**config.mk**
```make
export PLATFORM = sky130hd
export DESIGN_NAME = mem_bank_sync_flat
export DESIGN_NICKNAME = d
export VERILOG_FILES = /design/src/rtl/mem_bank_sync_if.sv /design/src/rtl/mem_bank_sync.sv /design/src/flat_wrapper.sv
export SDC_FILE = /design/constraint.sdc
export NUM_CORES = 2
export LEC_CHECK = 0
export ABC_AREA = 1
export BUFFER_PORTS_ARGS = -buffer_cell sky130_fd_sc_hd__buf_2
export CAP_MARGIN = 25
export CORE_AREA = 8 8 467 378
export DETAILED_ROUTE_END_ITERATION = 10
export DIE_AREA = 0 0 475 386
export PLACE_DENSITY = 0.64
export SYNTH_ARGS = -nofsm -noshare
export SYNTH_HDL_FRONTEND = slang
export SYNTH_SLANG_ARGS = --single-unit
```
**constraint.sdc**
```tcl
create_clock -name clk -period 13.1 [get_ports clk]
set_clock_uncertainty 0.2 [all_clocks]
set_input_delay 1.31 -clock clk [delete_from_list [all_inputs] [get_ports clk]]
set_output_delay 1.31 -clock clk [all_outputs]
set_load 0.05 [all_outputs]
```
**src/rtl/mem_bank_sync_if.sv**
```systemverilog
// Bus bundle between a 6502-side requester and one mem_bank_sync bank.
// Parity sideband signals exist only when MEM_PARITY_EN is defined.
interface mem_bank_sync_if #(
  parameter int WIDTH      = 8,
  parameter int ADDR_WIDTH = 16
);
  // Handshake: the requester holds req/we/addr/din for one clk edge. The bank
  // takes the request at that edge only if busy is low and hit is high;
  // otherwise it drops the request and the requester retries. A taken read
  // answers with a one-cycle rvalid pulse on the next cycle, with dout valid.
  logic                  req;
  logic                  we;
  logic [ADDR_WIDTH-1:0] addr;
  logic [WIDTH-1:0]      din;
  logic [WIDTH-1:0]      dout;
  logic                  rvalid;
  logic                  hit;
  logic                  busy;
  logic                  err;
`ifdef MEM_PARITY_EN
  logic                  parity_inject;
  logic                  parity_err;

  modport master (output req, we, addr, din, parity_inject,
                  input  dout, rvalid, hit, busy, err, parity_err);
  modport slave  (input  req, we, addr, din, parity_inject,
                  output dout, rvalid, hit, busy, err, parity_err);
`else
  modport master (output req, we, addr, din,
                  input  dout, rvalid, hit, busy, err);
  modport slave  (input  req, we, addr, din,
                  output dout, rvalid, hit, busy, err);
`endif
endinterface

```
**src/rtl/mem_bank_sync.sv**
```systemverilog
// Address-windowed synchronous RAM/ROM bank for the 6502 bus, self-filled with
// INIT_VALUE after reset. Define MEM_PARITY_EN for per-word even parity.
module mem_bank_sync #(
  parameter int                WIDTH      = 8,
  parameter int                ADDR_WIDTH = 16,
  parameter int                DEPTH      = 256,
  parameter int                BASE       = 0,
  parameter int                READ_ONLY  = 0,
  parameter logic [WIDTH-1:0]  INIT_VALUE = '0
) (
  input  logic                   clk,
  input  logic                   reset,
  mem_bank_sync_if.slave         bus,
  output logic                   o_dbg_state
);
  localparam int IDX_W = (DEPTH > 1) ? $clog2(DEPTH) : 1;

  typedef enum logic {ST_INIT, ST_READY} state_t;

  state_t                r_state;
  state_t                w_state_nxt;
  logic [IDX_W-1:0]      r_idx;
  logic                  w_init_we;
  logic [WIDTH-1:0]      r_mem [DEPTH];
  logic [WIDTH-1:0]      r_dout;
  logic                  r_rvalid;
  logic                  r_err;

  // One extra bit keeps the window compare free of wrap-around aliasing.
  logic [ADDR_WIDTH:0]   w_addr_ext;
  logic [ADDR_WIDTH:0]   w_off;
  logic                  w_hit;
  logic [IDX_W-1:0]      w_local;
  logic                  w_acc;
  logic                  w_wr;
  logic                  w_rd;
  logic                  w_ro_wr;

  assign w_addr_ext = {1'b0, bus.addr};
  assign w_off      = w_addr_ext - (ADDR_WIDTH+1)'(BASE);
  assign w_hit      = (w_addr_ext >= (ADDR_WIDTH+1)'(BASE)) &&
                      (w_off < (ADDR_WIDTH+1)'(DEPTH));
  assign w_local    = w_off[IDX_W-1:0];

  assign w_acc   = bus.req && w_hit && (r_state == ST_READY);
  assign w_wr    = w_acc && bus.we && (READ_ONLY == 0);
  assign w_ro_wr = w_acc && bus.we && (READ_ONLY != 0);
  assign w_rd    = w_acc && !bus.we;

  always_ff @(posedge clk) begin
    if (reset) begin
      r_state <= ST_INIT;
      r_idx   <= '0;
    end else begin
      r_state <= w_state_nxt;
      if (w_init_we) r_idx <= r_idx + 1'b1;
    end
  end

  always_comb begin
    w_state_nxt = r_state;
    w_init_we   = 1'b0;
    case (r_state)
      ST_INIT: begin
        w_init_we = 1'b1;
        if (r_idx == IDX_W'(DEPTH - 1)) w_state_nxt = ST_READY;
      end
      ST_READY: w_state_nxt = ST_READY;
      default:  w_state_nxt = ST_INIT;
    endcase
  end

  // Array has no reset: the reset cycle itself leaves contents alone.
  always_ff @(posedge clk) begin
    if (!reset) begin
      if (w_init_we)  r_mem[r_idx]   <= INIT_VALUE;
      else if (w_wr)  r_mem[w_local] <= bus.din;
    end
  end

  always_ff @(posedge clk) begin
    if (reset) begin
      r_dout   <= '0;
      r_rvalid <= 1'b0;
      r_err    <= 1'b0;
    end else begin
      r_rvalid <= w_rd;
      r_err    <= w_ro_wr;
      if (w_rd) r_dout <= r_mem[w_local];
    end
  end

`ifdef MEM_PARITY_EN
  logic r_par [DEPTH];
  logic r_parity_err;

  always_ff @(posedge clk) begin
    if (!reset) begin
      if (w_init_we)  r_par[r_idx]   <= ^INIT_VALUE;
      else if (w_wr)  r_par[w_local] <= (^bus.din) ^ bus.parity_inject;
    end
  end

  always_ff @(posedge clk) begin
    if (reset) r_parity_err <= 1'b0;
    else       r_parity_err <= w_rd && ((^r_mem[w_local]) != r_par[w_local]);
  end

  assign bus.parity_err = r_parity_err;
`endif

  assign bus.dout    = r_dout;
  assign bus.rvalid  = r_rvalid;
  assign bus.err     = r_err;
  assign bus.hit     = w_hit;
  assign bus.busy    = (r_state == ST_INIT);
  assign o_dbg_state = (r_state == ST_READY);
endmodule

```
**src/flat_wrapper.sv**
```systemverilog
// flat-port wrapper written by rule: the top's interface ports become plain ports
module mem_bank_sync_flat 
#(
  parameter int                WIDTH      = 8,
  parameter int                ADDR_WIDTH = 16,
  parameter int                DEPTH      = 256,
  parameter int                BASE       = 0,
  parameter int                READ_ONLY  = 0,
  parameter logic [WIDTH-1:0]  INIT_VALUE = '0
)
  (clk, reset, o_dbg_state, bus_req, bus_we, bus_addr, bus_din, bus_dout, bus_rvalid, bus_hit, bus_busy, bus_err);
  mem_bank_sync_if #(.WIDTH(WIDTH), .ADDR_WIDTH(ADDR_WIDTH)) bus_i ();
  input  logic clk;
  input  logic reset;
  output logic o_dbg_state;
  input wire logic [$bits(bus_i.req)-1:0] bus_req;
  input wire logic [$bits(bus_i.we)-1:0] bus_we;
  input wire logic [$bits(bus_i.addr)-1:0] bus_addr;
  input wire logic [$bits(bus_i.din)-1:0] bus_din;
  output wire logic [$bits(bus_i.dout)-1:0] bus_dout;
  output wire logic [$bits(bus_i.rvalid)-1:0] bus_rvalid;
  output wire logic [$bits(bus_i.hit)-1:0] bus_hit;
  output wire logic [$bits(bus_i.busy)-1:0] bus_busy;
  output wire logic [$bits(bus_i.err)-1:0] bus_err;
  assign bus_i.req = bus_req;
  assign bus_i.we = bus_we;
  assign bus_i.addr = bus_addr;
  assign bus_i.din = bus_din;
  assign bus_dout = bus_i.dout;
  assign bus_rvalid = bus_i.rvalid;
  assign bus_hit = bus_i.hit;
  assign bus_busy = bus_i.busy;
  assign bus_err = bus_i.err;
  mem_bank_sync #(.WIDTH(WIDTH), .ADDR_WIDTH(ADDR_WIDTH), .DEPTH(DEPTH), .BASE(BASE), .READ_ONLY(READ_ONLY), .INIT_VALUE(INIT_VALUE)) u_core (.clk(clk), .reset(reset), .bus(bus_i), .o_dbg_state(o_dbg_state));
endmodule
```
Word-level counts from Yosys, hierarchy flattened:

Memory sizes are Yosys's and may differ from the RTL's. A register that Yosys moved wholly into a read port is not among the register bits.
Index checks and enable logic that the tools add are counted.

* flip-flop bits (word level): 10
* RAM bits: 2048
* input bits: 28
* output and inout bits: 13
* logic and storage cells: 28
* memories kept: 1

Memories
* u_core.r_mem: depth 256, width 8, read ports 1, clocked after memory_dff 1, wr ports 1, RTL line mem_bank_sync.sv:24 `logic [WIDTH-1:0] r_mem [DEPTH];`

* add/subtract/negate cells: 1
* order comparisons: 2
* equality and inequality tests: 1
* multiplexer cells: 12
* bitwise logic cells: 1
* reductions and logical operators: 7

Operators by type and width (count)
* $ge A16 B1 Y1 const B: 1
* $lt A16 B9 Y1 const B: 1
* $mux W8: 2
* $mux W1: 9
* $add A8 B1 Y8 const B: 1
* $eq A8 B8 Y1 const B: 1
* $reduce_or A8 Y1: 1
* $logic_and A1 B1 Y1: 5
* $pmux W1 S2: 1
* $logic_not A1 Y1: 1
* $not A1 Y1: 1

Logic depth before layout (Yosys ltp):

* depth in word-level cells: 11
* mapped depth: 17
* gate-level depth less buffers: 13

Worst setup path after synthesis:

No wires, ideal clock.

* path kind: input-to-reg
* from: input bus_addr[14]
* to: memory u_core.r_mem[0][0], data pin
* library setup time: 1.389 ns
* data arrival time: 8.246 ns
* data required time: 11.511 ns
* slack: 3.265 ns
* stages: 5
* buffers on the path: 1
* cells stage by stage: nor4_1 and2_2 nand4_4 buf_2 nor2_1

* word-level cells in the longest chain between the ends: 11
* elaborated cells between the ends (all ways): 12
* those cells by class: order compare: 2; mux: 5; reduce/logical: 5

Ends and longest elaborated chain
* start: declaration: RTL line flat_wrapper.sv:18 `input wire logic [$bits(bus_i.addr)-1:0] bus_addr;`
* $ge A16 B1 Y1 / $lt A16 B9 Y1 (equally long branches): RTL line mem_bank_sync.sv:41, mem_bank_sync.sv:42
* $logic_and A1 B1 Y1 *: RTL line mem_bank_sync.sv:41 `assign w_hit = (w_addr_ext >= (ADDR_WIDTH+1)'(BASE)) &&`
* net bus_hit: RTL line flat_wrapper.sv:22 `output wire logic [$bits(bus_i.hit)-1:0] bus_hit;`
* $logic_and A1 B1 Y1 * (2 in a row): RTL line mem_bank_sync.sv:45 `assign w_acc = bus.req && w_hit && (r_state == ST_READY);`
* $logic_and A1 B1 Y1 *: RTL line mem_bank_sync.sv:46 `assign w_wr = w_acc && bus.we && (READ_ONLY == 0);`
* $mux W1 *: RTL line mem_bank_sync.sv:77 `else if (w_wr) r_mem[w_local] <= bus.din;`
* $mux W1 *: RTL line mem_bank_sync.sv:76 `if (w_init_we) r_mem[r_idx] <= INIT_VALUE;`
* $mux W1 *: RTL line mem_bank_sync.sv:75 `if (!reset) begin`
* $mux W1 (not written as such) *: RTL line mem_bank_sync.sv:77
* $reduce_or A8 Y1 (no line) *
* $mux W8 (no line) *
* end: declaration: RTL line mem_bank_sync.sv:24

The timed path passes the listed nets; every way through them passes the cells marked *.

Worst setup path in the final report:

* from: input bus_addr[1]
* to: register u_core.r_dout[1], in the netlist u_core.bus.dout[1] (read register of u_core.r_mem)

* word-level cells in the longest chain between the ends: 5
* elaborated cells between the ends (all ways): 6
* those cells by class: order compare: 2; reduce/logical: 4

Ends and longest elaborated chain
* $ge A16 B1 Y1 / $lt A16 B9 Y1 (equally long branches): RTL line mem_bank_sync.sv:41, mem_bank_sync.sv:42
* $logic_and A1 B1 Y1: RTL line mem_bank_sync.sv:41
* $logic_and A1 B1 Y1 (2 in a row): RTL line mem_bank_sync.sv:45
* $logic_and A1 B1 Y1: RTL line mem_bank_sync.sv:48 `assign w_rd = w_acc && !bus.we;`
* end: declaration: RTL line mem_bank_sync.sv:25 `logic [WIDTH-1:0] r_dout;`

Several ways; a longest one is shown, not always the timed one.
A chain may end at the register's enable or synchronous reset.

==> reports/results.txt <==
Clk_lat worst skew: 0.84 ns
Synth-to-Final Area Change: 9.94%
Fin crit period: 5.65 ns
Register area share after synthesis: 73.9%
Post-CTS setup buffers: 0
Root Buffer: clkbuf_16
R2r setup slk: 8.29 ns
Max FO, Critical Path: 111
Final GP Congestion: 0.873
Starting Density: 49.7%
Yosys reg bits: 2066
Hold Crit Depth: 2
Worst r2r src: u_core.o_dbg_state
Mapped Area: 83700 um2
Clk sinks: 2066
Layout cells sized above 1: 6.57%
CP Capture Type: register
Antenna violations before repair: 8
Hold Slack: 0.296 ns
Detailed Place HPWL: 126000 um
Drt total wl: 234000 um
Slew HR: 19.0%
Status: completed
Port Buf Inserts: 39
RSZ-0062 raised after global routing: no
Syn Nets: 7137
Final hold violation count: 0
Worst-path clk slew: 0.06 ns
DRC errors left: 0
Gr usage total: 25.1%
Die extent in x: 475 um
Slew at the pin closest to its max-slew limit: 1.21 ns
Critical path required time: 13.62 ns
Final Max Slew Viols: 0
Critical setup path kind: input port to register
Hold/Removal Path Class: register to register
First-pass GRT wire length: 348000 um
Total CTS buffers: 193
Hold worst-path end: u_core.r_idx[7]
Ports: 41
Terminus of the critical flop-to-flop path: u_core.r_mem[109][1]
Critical Path Source: bus_addr[1]
Mapped Avg Cell Area: 11.8 um2
Vias: 55800
Routed Antenna Nets: 0
Clock Path Buffers: 3
CTS tree: yes
Core area: 168000 um2
Synth warn: 0
Final core utilization: 54.7%
Max Cap Viol: 0
Final TNS setup: 0 ns
CTS resizes: 0
Number of global-route vias before repair: 52200
CTS Hold Buffers Added: 0
Cells after synthesis: 7108
Maximum vdd drop: 0.143 mV
H-tree Lvls: 4
Starting DRT DRC Count: 8465
Placement Cell Area: 85700 um2
Final period util: 43.1%
Library cells used by synthesis: 32
FF-to-FF path depth: 6
Design area: 92100 um2
Routed vias/inst: 5.97
Worst Hold Launch: u_core.r_idx[7]
Max Fclk: 177 MHz
Drt first pass iters: 8
CP arrival: 6.17 ns
Endpoints failing setup: 0
Die ar.: 183000 um2
Total power: 0.0134 W
DR WL/cell: 25.0 um
Site row count: 135
Chip Height: 386 um
Total congestion overflow: 0
CP Launch Type: input port
Leak: 34.2 nW
Nets: 6965
Pwr dens: 145 nW/um2
Largest net degree at the start of global routing: 195
==> cell usage after synthesis (all sizes together) <==
cell    number  area [um2]
clkbuf     329        1230
and2         1        7.51
nand4        3        33.8
o21bai       1        7.51
nor4         2        12.5
edfxtp    2048       61500
buf        159         723
nor2       286        1150
dfxtp       18         360
o21a         8        60.1
nand3     2042       10200
conb         1        3.75
nand2     2140        8050
nor3         4        20.0
o21ai       13         121
nor3b        1        7.51
inv         44         165
and3         1        6.26
ha           1        12.5
a21oi        5        25.0
clkinv       1        3.75
==> sequential cells by signal, indices dropped and copies added, names as in the netlist <==
name,cells
u_core.r_idx,8
u_core.bus.dout,8
u_core.bus.rvalid,1
u_core.o_dbg_state,1
u_core.r_mem,2048
==> layer usage <==
| metal | up-vias | global-route usage [%] | wire length (um) |
|---|---|---|---|
| met4 | 2 | 7.93 | 7230 |
| met1 | 27400 | 37.3 | 98100 |
| met3 | 394 | 5.38 | 25300 |
| met2 | 3075 | 37.1 | 104000 |
| li1 | 24900 | - | - |
| met5 | - | 0 | 13 |
==> cell usage in the layout, fill, tap and decap left out, types with 5 or more instances in the layout <==
| cell | instances |
|---|---|
| a21oi_1 | 5 |
| nand3_2 | 14 |
| nand2_1 | 2132 |
| bufinv_16 | 20 |
| o21a_1 | 8 |
| buf_2 | 34 |
| dfxtp_1 | 18 |
| inv_1 | 35 |
| edfxtp_1 | 2048 |
| nand2_2 | 8 |
| nor2_1 | 265 |
| nand3_1 | 2028 |
| buf_12 | 9 |
| inv_2 | 5 |
| nor2_2 | 5 |
| clkinvlp_4 | 7 |
| clkinv_2 | 43 |
| o21ai_2 | 6 |
| buf_4 | 71 |
| nor2_4 | 16 |
| clkbuf_16 | 197 |
| clkinv_1 | 39 |
| clkbuf_1 | 35 |
| inv_6 | 6 |
==> power by group <==
| group | internal (W) | switching, W |
|---|---|---|
| logic | 0.000133 | 0.000448 |
| clock network | 0.00316 | 0.00247 |
| registers | 0.00715 | 0.00000191 |
| total | 0.0104 | 0.00292 |
==> critical path, cell delays in order <==
cell and delay, ns:
buf_8 0.22, inv_8 0.64, buf_4 0.72, buf_4 0.74, buf_4 0.86, nand3_1 0.17, nand3_1 0.13, nand3_1 0.10
nand3_1 0.16, nand3_1 0.22, nand3_1 0.16, nand2_1 0.07, nand2_1 0.07, nand3_1 0.10, nand2_1 0.07, inv_1 0.04
==> logic make-up after synthesis <==
kind of cell | count (synthesis) | synth area share, %
compound gates | 27 | 0.256
other cells | 1 | 0.00448
flops | 2066 | 73.9
simple gates | 4480 | 23.3
fa+ha+maj | 1 | 0.0149
buf+inv | 533 | 2.54
==> how the worst max path moves through the flow <==
| stage | to | slack [ns] | depth (start not counted) |
|---|---|---|---|
| floorplan | u_core.r_mem[0][0] | 3.27 | 5 |
| global placement | u_core.bus.dout[2] | 6.65 | 16 |
| detailed placement | u_core.bus.dout[0] | 6.68 | 16 |
| CTS | u_core.bus.dout[0] | 7.57 | 16 |
| global route | u_core.bus.dout[1] | 7.31 | 16 |
| finish | u_core.bus.dout[1] | 7.45 | 16 |
==> cell type report <==
| class | count | area [um2] |
|---|---|---|
| Tap cell | 2260 | 2830 |
| Inverter | 45 | 194 |
| Clock buffer | 233 | 5070 |
| Timing Repair Buffer | 121 | 1040 |
| Fill cell | 14000 | 76400 |
| Sequential cell | 2066 | 61900 |
| Antenna cell | 2 | 5.00 |
| Clock inverter | 122 | 1190 |
| Multi-Input combinational cell | 4509 | 19900 |
==> per-stage QoR <==
stage          cells  worst slack [ns]
2_1_floorplan   7108              3.27
3_3_place_gp    8997              6.65
3_5_place_dp    8997              6.68
4_1_cts         9352              7.57
5_1_grt         9356              7.31
6_report        9358              7.45
Power figures use the tool's default switching activity.
